<file path="src/rtl/axis_pkt_sink.sv">
// AXI-Stream packet sink: pseudo-random TREADY backpressure, per-packet length/beats/checksum,
// cumulative packet/byte statistics and sticky TKEEP legality flags.
module axis_pkt_sink #(
    parameter int          C_TDATA_WIDTH = 32,
    parameter logic [15:0] C_LFSR_SEED   = 16'hACE1,
    parameter int          C_STAT_WIDTH  = 32
) (
    input  logic                       ACLK,
    input  logic                       ARESETN,
    input  logic                       S_AXIS_TVALID,
    input  logic [C_TDATA_WIDTH-1:0]   S_AXIS_TDATA,
    input  logic [C_TDATA_WIDTH/8-1:0] S_AXIS_TKEEP,
    input  logic                       S_AXIS_TLAST,
    output logic                       S_AXIS_TREADY,
    input  logic                       BP_EN,
    input  logic [7:0]                 BP_THRESH,
    input  logic                       CLR_STATS,
    output logic                       PKT_DONE,
    output logic [15:0]                PKT_LEN,
    output logic [15:0]                PKT_BEATS,
    output logic [C_TDATA_WIDTH-1:0]   PKT_CSUM,
    output logic [C_STAT_WIDTH-1:0]    PKT_COUNT,
    output logic [C_STAT_WIDTH-1:0]    BYTE_COUNT,
    output logic [2:0]                 ERR
);

    localparam int          KW        = C_TDATA_WIDTH / 8;
    localparam logic [15:0] LFSR_INIT = (C_LFSR_SEED == 16'h0000) ? 16'h0001 : C_LFSR_SEED;

    typedef enum logic {IDLE, BODY} state_t;

    state_t                     r_state, w_state_nxt;
    logic [15:0]                r_lfsr;
    logic                       w_lfsr_fb;
    logic                       w_accept;
    logic                       w_first;
    logic [7:0]                 w_bytes;
    logic [C_TDATA_WIDTH-1:0]   w_mdata;
    logic [KW-1:0]              w_keep_p1;
    logic [2:0]                 w_err;
    logic [16:0]                w_len_sum;
    logic [16:0]                w_beats_sum;
    logic [15:0]                w_len_nxt;
    logic [15:0]                w_beats_nxt;
    logic [C_TDATA_WIDTH-1:0]   w_csum_nxt;

    logic [15:0]                r_len;
    logic [15:0]                r_beats;
    logic [C_TDATA_WIDTH-1:0]   r_csum;
    logic                       r_done;
    logic [15:0]                r_pkt_len;
    logic [15:0]                r_pkt_beats;
    logic [C_TDATA_WIDTH-1:0]   r_pkt_csum;
    logic [C_STAT_WIDTH-1:0]    r_pkt_count;
    logic [C_STAT_WIDTH-1:0]    r_byte_count;
    logic [2:0]                 r_err;

    // Fibonacci x^16+x^14+x^13+x^11+1 in right-shift form (taps at bits 0,2,3,5)
    assign w_lfsr_fb = r_lfsr[0] ^ r_lfsr[2] ^ r_lfsr[3] ^ r_lfsr[5];

    always_ff @(posedge ACLK or negedge ARESETN) begin
        if (!ARESETN)
            r_lfsr <= LFSR_INIT;
        else if (BP_EN)
            r_lfsr <= {w_lfsr_fb, r_lfsr[15:1]};
    end

    // Ready never looks at TVALID, so the source can't form a combinational loop through us
    assign S_AXIS_TREADY = ARESETN & (~BP_EN | (r_lfsr[7:0] >= BP_THRESH));
    assign w_accept      = S_AXIS_TVALID & S_AXIS_TREADY;
    assign w_first       = (r_state == IDLE);

    always_comb begin
        w_bytes = 8'd0;
        w_mdata = '0;
        for (int i = 0; i < KW; i++) begin
            w_bytes            = w_bytes + 8'(S_AXIS_TKEEP[i]);
            w_mdata[8*i +: 8]  = S_AXIS_TKEEP[i] ? S_AXIS_TDATA[8*i +: 8] : 8'h00;
        end
    end

    assign w_keep_p1 = S_AXIS_TKEEP + KW'(1);
    assign w_err[0]  = (S_AXIS_TKEEP != '0) && ((S_AXIS_TKEEP & w_keep_p1) != '0);
    assign w_err[1]  = (S_AXIS_TKEEP == '0);
    assign w_err[2]  = !S_AXIS_TLAST && (S_AXIS_TKEEP != '1);

    assign w_len_sum   = {1'b0, r_len} + 17'(w_bytes);
    assign w_beats_sum = {1'b0, r_beats} + 17'd1;
    assign w_len_nxt   = w_first ? 16'(w_bytes) : (w_len_sum[16] ? 16'hFFFF : w_len_sum[15:0]);
    assign w_beats_nxt = w_first ? 16'd1 : (w_beats_sum[16] ? 16'hFFFF : w_beats_sum[15:0]);
    assign w_csum_nxt  = w_first ? w_mdata : (r_csum ^ w_mdata);

    always_ff @(posedge ACLK or negedge ARESETN) begin
        if (!ARESETN)
            r_state <= IDLE;
        else
            r_state <= w_state_nxt;
    end

    always_comb begin
        w_state_nxt = r_state;
        case (r_state)
            IDLE:    if (w_accept && !S_AXIS_TLAST) w_state_nxt = BODY;
            BODY:    if (w_accept &&  S_AXIS_TLAST) w_state_nxt = IDLE;
            default: w_state_nxt = IDLE;
        endcase
    end

    always_ff @(posedge ACLK or negedge ARESETN) begin
        if (!ARESETN) begin
            r_len       <= '0;
            r_beats     <= '0;
            r_csum      <= '0;
            r_done      <= 1'b0;
            r_pkt_len   <= '0;
            r_pkt_beats <= '0;
            r_pkt_csum  <= '0;
        end else begin
            r_done <= w_accept & S_AXIS_TLAST;
            if (w_accept) begin
                r_len   <= w_len_nxt;
                r_beats <= w_beats_nxt;
                r_csum  <= w_csum_nxt;
                if (S_AXIS_TLAST) begin
                    r_pkt_len   <= w_len_nxt;
                    r_pkt_beats <= w_beats_nxt;
                    r_pkt_csum  <= w_csum_nxt;
                end
            end
        end
    end

    // Clear wins over same-cycle increments and error sets
    always_ff @(posedge ACLK or negedge ARESETN) begin
        if (!ARESETN) begin
            r_pkt_count  <= '0;
            r_byte_count <= '0;
            r_err        <= '0;
        end else if (CLR_STATS) begin
            r_pkt_count  <= '0;
            r_byte_count <= '0;
            r_err        <= '0;
        end else if (w_accept) begin
            r_byte_count <= r_byte_count + C_STAT_WIDTH'(w_bytes);
            r_err        <= r_err | w_err;
            if (S_AXIS_TLAST)
                r_pkt_count <= r_pkt_count + C_STAT_WIDTH'(1);
        end
    end

    assign PKT_DONE   = r_done;
    assign PKT_LEN    = r_pkt_len;
    assign PKT_BEATS  = r_pkt_beats;
    assign PKT_CSUM   = r_pkt_csum;
    assign PKT_COUNT  = r_pkt_count;
    assign BYTE_COUNT = r_byte_count;
    assign ERR        = r_err;

endmodule

</file>
<file path="config.mk">
export PLATFORM = sky130hd
export DESIGN_NAME = axis_pkt_sink
export DESIGN_NICKNAME = d
export VERILOG_FILES = /design/src/rtl/axis_pkt_sink.sv
export SDC_FILE = /design/constraint.sdc
export NUM_CORES = 1
export LEC_CHECK = 0
export CAP_MARGIN = 15
export CORE_MARGIN = 3
export CORE_UTILIZATION = 49
export CTS_CLUSTER_DIAMETER = 50
export CTS_CLUSTER_SIZE = 8
export DETAILED_ROUTE_END_ITERATION = 16
export PLACE_DENSITY = 0.87
export SETUP_SLACK_MARGIN = 0.2
export SLEW_MARGIN = 10
export SYNTH_ARGS = -nofsm -noshare
export SYNTH_HDL_FRONTEND = slang
export SYNTH_SLANG_ARGS = --single-unit
</file>
<file path="constraint.sdc">
create_clock -name ACLK -period 3.54 [get_ports ACLK]
set_input_delay 0.885 -clock ACLK [delete_from_list [all_inputs] [get_ports ACLK]]
set_output_delay 0.885 -clock ACLK [all_outputs]
set_load 0.02 [all_outputs]
</file>
# [Word-level counts from Yosys, hierarchy flattened]
# Cells that the tools add are included.
[word_totals] output_inout_bits=133 reg_bits=213 in_bits=50
[op_classes] order_cmp=1 n_eq_ne=1 n_reduce_logical=12 n_addsub=8 n_bitwise=12 n_mux=19
[op_table] cell="32-bit two-way mux" count=6
[op_table] cell="16-bit two-way mux" count=4
[op_table] cell="32-bit by 1-bit adder with 32-bit output (second input constant)" count=1
[op_table] cell="32-bit by 4-bit adder with 32-bit output" count=1
[op_table] cell="8-bit two-way mux" count=4
[op_table] cell="32-bit XOR" count=1
[op_table] cell="16-bit by 1-bit adder with 17-bit output (second input constant)" count=1
[op_table] cell="16-bit by 4-bit adder with 17-bit output" count=1
[op_table] cell="8-bit greater-or-equal comparator" count=1
[op_table] cell="4-bit nonzero test" count=2
[op_table] cell="3-bit two-way mux" count=2
[op_table] cell="3-bit by 1-bit adder with 4-bit output" count=1
[op_table] cell="4-bit by 1-bit adder with 4-bit output (second input constant)" count=1
[op_table] cell="4-bit bitwise AND" count=1
[op_table] cell="1-bit logical AND" count=4
[op_table] cell="4-bit zero test" count=1
[op_table] cell="4-bit != test (second input constant)" count=1
[op_table] cell="2-bit AND reduction" count=2
[op_table] cell="2-bit nonzero test" count=2
[op_table] cell="2-bit by 1-bit adder with 3-bit output" count=1
[op_table] cell="1-bit bitwise AND" count=3
[op_table] cell="3-bit OR" count=1
[op_table] cell="1-bit XOR" count=3
[op_table] cell="1-bit by 1-bit adder with 2-bit output" count=1
[op_table] cell="5 further kinds" count=7

# [Logic depth before layout (Yosys ltp)]
[logic_depth] ltp_word=7 ltp_mapped=11

# [Worst setup path before layout]
# OpenSTA, ideal clock, no wires.
[synth_timing] path_kind="input to register" start="input port S_AXIS_TKEEP[0]" end="register r_byte_count[17] (netlist: BYTE_COUNT[17])" t_arrival_ps=3760 setup_slack_ps=-345 stages=11 setup_ps=125 t_required_ps=3415 n_path_buf=2 path_cell_list="fa_1 -> ha_1 -> ha_1 -> ha_1 -> a21oi_1 -> o211a_1 -> or4_1 -> clkbuf_1 -> clkbuf_1 -> nor4_1 -> mux2_2"
[synth_via] elab_chain_cells=6
[synth_rtl] item="start: declaration" line_no="12" text="input logic [C_TDATA_WIDTH/8-1:0] S_AXIS_TKEEP,"
[synth_rtl] item="1-bit by 1-bit adder with 2-bit output" line_no="77" text="w_bytes = w_bytes + 8'(S_AXIS_TKEEP[i]);"
[synth_rtl] item="2-bit by 1-bit adder with 3-bit output" line_no="77"
[synth_rtl] item="3-bit by 1-bit adder with 4-bit output" line_no="77"
[synth_rtl] item="32-bit by 4-bit adder with 32-bit output" line_no="144" text="r_byte_count <= r_byte_count + C_STAT_WIDTH'(w_bytes);"
[synth_rtl] item="32-bit two-way mux" line_no="143" text="end else if (w_accept) begin"
[synth_rtl] item="32-bit two-way mux" line_no="139" text="end else if (CLR_STATS) begin"
[synth_rtl] item="end signal: assignment" line_no="144"
[synth_rtl] item="end: declaration" line_no="55" text="logic [C_STAT_WIDTH-1:0] r_byte_count;"
# Every way passes these cells. The select of a mux whose other input is x is not followed.
# A chain may end at the register's enable or synchronous reset.

# [Worst setup path in the final report]
[layout_timing] start="input port S_AXIS_TKEEP[3]" end="register r_byte_count[15] (netlist: BYTE_COUNT[15])"
[layout_via] elab_chain_cells=4
[layout_rtl] item="3-bit by 1-bit adder with 4-bit output" line_no="77"
[layout_rtl] item="32-bit by 4-bit adder with 32-bit output" line_no="144"
[layout_rtl] item="32-bit two-way mux" line_no="143"
[layout_rtl] item="32-bit two-way mux" line_no="139"
# Every way passes these cells. The select of a mux whose other input is x is not followed.

==> impl_metrics.sql <==
INSERT INTO impl_metrics (metric_group, metric, value, unit) VALUES
('sta', 'fin_hold_ws', '0.239', 'ns'),
('die', 'die-area', '25700', 'sq um'),
('yosys', 'edff_count_synth', '0', ''),
('grt', 'antenna_violations_before_repair', '1', ''),
('grt', 'grt_pass1_wl', '57.0', 'mm'),
('job', 'timing.max_cap.violations', '0', ''),
('die', 'ios', '183', ''),
('clock_network', 'cts_htree_levels', '2', ''),
('power', 'total_power', '9.71', 'mW'),
('yosys', 'syn_area', '11600', 'sq um'),
('clock_network', 'tritoncts', 'done', ''),
('drt', 'wire_per_inst', '19.2', 'um'),
('final_layout', 'final_layout_size_suffix_gt1_share', '15.4', '%'),
('sta', 'maxSlewViolCount', '0', ''),
('grt', 'grt_start_max_net_pins', '89', ''),
('yosys', 'yosys_most_used_dff', 'dfrtp_1', ''),
('setup_path', 'worst-endpoint-arrival', '3.78', 'ns'),
('sta', 'rsz0062_at_grt', 'yes', ''),
('yosys', 'instance_count_of_the_mapped_netlist', '1291', ''),
('clock_network', 'cts_sinks', '213', ''),
('sta', 'finalHoldViolations', '0', ''),
('yosys', 'ys_async_sr_fraction', '100', '%'),
('min_path', 'hold_path.class', 'primary input to asynchronous set/reset pin', ''),
('clock_network', 'cts_hold_repair.buffers', '0', ''),
('yosys', 'syn_area_per_cell', '9.02', 'sq um'),
('grt', 'final_global_route_overflow_total', '0', ''),
('grt', 'grt_pass1_vias', '11274', ''),
('final_layout', 'utilization', '67.6', '%'),
('yosys', 'yosys.cell_count.top_type', 'dfrtp_1', ''),
('placement', 'post_detail_place_hpwl', '22.5', 'mm'),
('setup_path', 'reg2regPathDepth', '11', ''),
('die', 'initial_utilization', '50.7', '%'),
('die', 'die_h', '160', 'um'),
('setup_path', 'timing.critical_path.from_type', 'primary input', ''),
('placement', 'globalplace.congestion', '0.914', ''),
('final_layout', 'nFillCells', '1744', ''),
('yosys', 'yosys-top-cells-area', 'dfrtp_1, o21ai_0, a21oi_1', ''),
('sta', 'setup_viol_count_final', '0', ''),
('drt', 'detail_route.first_pass.iterations', '5', ''),
('drt', 'drc_errors', '0', ''),
('yosys', 'synth_top_cells_by_count', 'dfrtp_1, o21ai_0, nand2_1', ''),
('power', 'power_leakage', '6.43', 'nW'),
('grt', 'grt_use_total', '26.4', '%'),
('sta', 'timing.max_slew.rel_slack', '31.1', '%'),
('power', 'irDropWorstVdd', '381', 'uV'),
('yosys', 'ys_ff_latch', '213', ''),
('yosys', 'netlist.top_cell.by_area', 'dfrtp_1', ''),
('die', 'coreArea', '23000', 'sq um'),
('drt', 'routed-via-count', '11448', ''),
('yosys', 'synth_top_area_share', '44.0', '%'),
('clock_network', 'clk_path_buf_depth', '3', ''),
('yosys', 'seq_area_frac_synth', '45.8', '%'),
('yosys', 'synth_fp_nets', '1364', ''),
('clock_network', 'clkSlewWorstSetupHoldPaths', '0.05', 'ns'),
('sta', 'max_freq', '297', 'MHz'),
('yosys', 'synthesis.yosys.warnings', '0', ''),
('drt', 'routed_wl', '34.9', 'mm'),
('drt', 'remaining_number_of_nets_flagged_by_the_antenna_check_after_routing', '0', ''),
('status', 'status', 'completed', ''),
('final_layout', 'signed_area_change_from_the_synthesized_netlist_to_the_final_layout', '33.3', '%'),
('power', 'p_per_area', '625', 'nW/um^2'),
('setup_path', 'critical_path_class', 'primary input to register', ''),
('final_layout', 'nets', '1555', ''),
('sta', 'finalSetupTns', '0', 'ns'),
('yosys', 'synthDistinctLibCells', '60', ''),
('setup_path', 'critical_path_peak_fanout', '8', ''),
('die', 'fp.dieW', '160', 'um'),
('clock_network', 'clock_tree.root_cell', 'clkbuf_16', ''),
('setup_path', 'setup.worst_path.end_class', 'register', ''),
('placement', 'place.port_buffers', '182', ''),
('clock_network', 'clock_network_latency_to_the_later_pin_of_the_worst_skew_pair', '0.49', 'ns'),
('sta', 'worst_pin_slew', '1.03', 'ns'),
('clock_network', 'numCtsBuffers', '34', ''),
('sta', 'final.setup_skew', '0.00985', 'ns'),
('drt', 'first_iter_violations', '1080', ''),
('sta', 'finalWorstPathRequiredPeriod', '3.37', 'ns'),
('die', 'floorplan.rows', '55', ''),
('sta', 'finalCritPeriodShare', '95.1', '%'),
('drt', 'detail_route.vias_per_cell', '6.32', ''),
('setup_path', 'worst_ep_required_time', '3.95', 'ns');
==> final cells by class <==
type / instances / area, sq um / area share (%)
inverters: 26 / 97.6 / 0.629
well taps: 313 / 392 / 2.52
clock buffers: 51 / 1050 / 6.75
diodes: 1 / 2.50 / 0.0161
flip-flops and latches: 213 / 5340 / 34.4
multi-input cells: 946 / 6150 / 39.6
repair buffers: 261 / 2490 / 16.0
clock inverters: 1 / 5.00 / 0.0322
==> worst max-delay path, stage by stage <==
cell and delay, ns:
buf_8 0.10, fa_1 0.59, ha_2 0.21, ha_4 0.21, ha_4 0.27, a21oi_2 0.05, o211a_1 0.25, or4_4 0.46
buf_6 0.17, or4_1 0.44, a21oi_2 0.14
==> what timing repair did <==
action,CTS,global route
setup buffers,4,3
cloned,0,1
resized for setup,46,29
endpoints found under the setup margin,62,34
pin swaps,14,6
==> power by group <==
part	internal, mW	switching [mW]
logic	1.39	1.68
registers	3.02	0.525
clock network	2.01	1.09
==> sequential cells by signal, indices dropped and copies added (netlist names), 32 cells and up, named ones only <==
name	count
BYTE_COUNT	32
r_csum	32
PKT_COUNT	32
PKT_CSUM	32
==> final timing paths <==
kind                                  from                          to  slack [ns]
hold reg to reg                 PKT_LEN[6]                  PKT_LEN[6]        0.49
max in group asynchronous          ARESETN  asynchronous set/reset pin        1.97
hold / removal                     ARESETN               BYTE_COUNT[5]        0.24
setup / recovery           S_AXIS_TKEEP[3]              BYTE_COUNT[15]        0.17
setup reg to reg                 r_lfsr[0]               PKT_BEATS[13]        0.54
min in group ACLK               PKT_LEN[6]                  PKT_LEN[6]        0.49
==> per-stage QoR <==
step,area [sq um],std cells,worst slack [ns]
5_1_grt,15500,1812,0.138
3_5_place_dp,14200,1751,-0.728
4_1_cts,15400,1807,0.161
3_3_place_gp,14200,1751,-0.725
6_report,15500,1812,0.174
2_1_floorplan,11800,1291,-0.122
==> cell families after synthesis <==
group                      share of synthesized area, %
muxes                                              3.16
xor gates and xnor gates                           1.35
adders and majority gates                          2.66
DFF                                                45.8
and+or+nand+nor                                    20.8
AOI/OAI and AO/OA                                  21.7
buffers and inverters                              4.42
==> per-layer routing <==
metal	share of wire (%)	up-vias	global-route usage, %
li1	-	5205	-
met5	0	-	0
met1	42	5606	36.2
met2	48	546	43.0
met3	7.3	91	4.07
met4	2.7	0	9.15
==> placed cells by master, fill, tap and decap left out, types with 12 or more instances in the layout <==
cell type,instances
or4_1,41
xnor2_1,13
mux2_2,27
nand2_1,111
nand4_1,43
and3_1,45
nand3_1,67
o21ai_0,154
inv_1,21
dfrtp_1,204
nor3_1,13
and4_1,12
clkbuf_16,37
a22o_1,35
clkdlybuf4s50_1,169
a31oi_1,14
nor2_1,60
buf_4,71
o31ai_1,44
a21oi_1,100
Power figures use the tool's default switching activity.
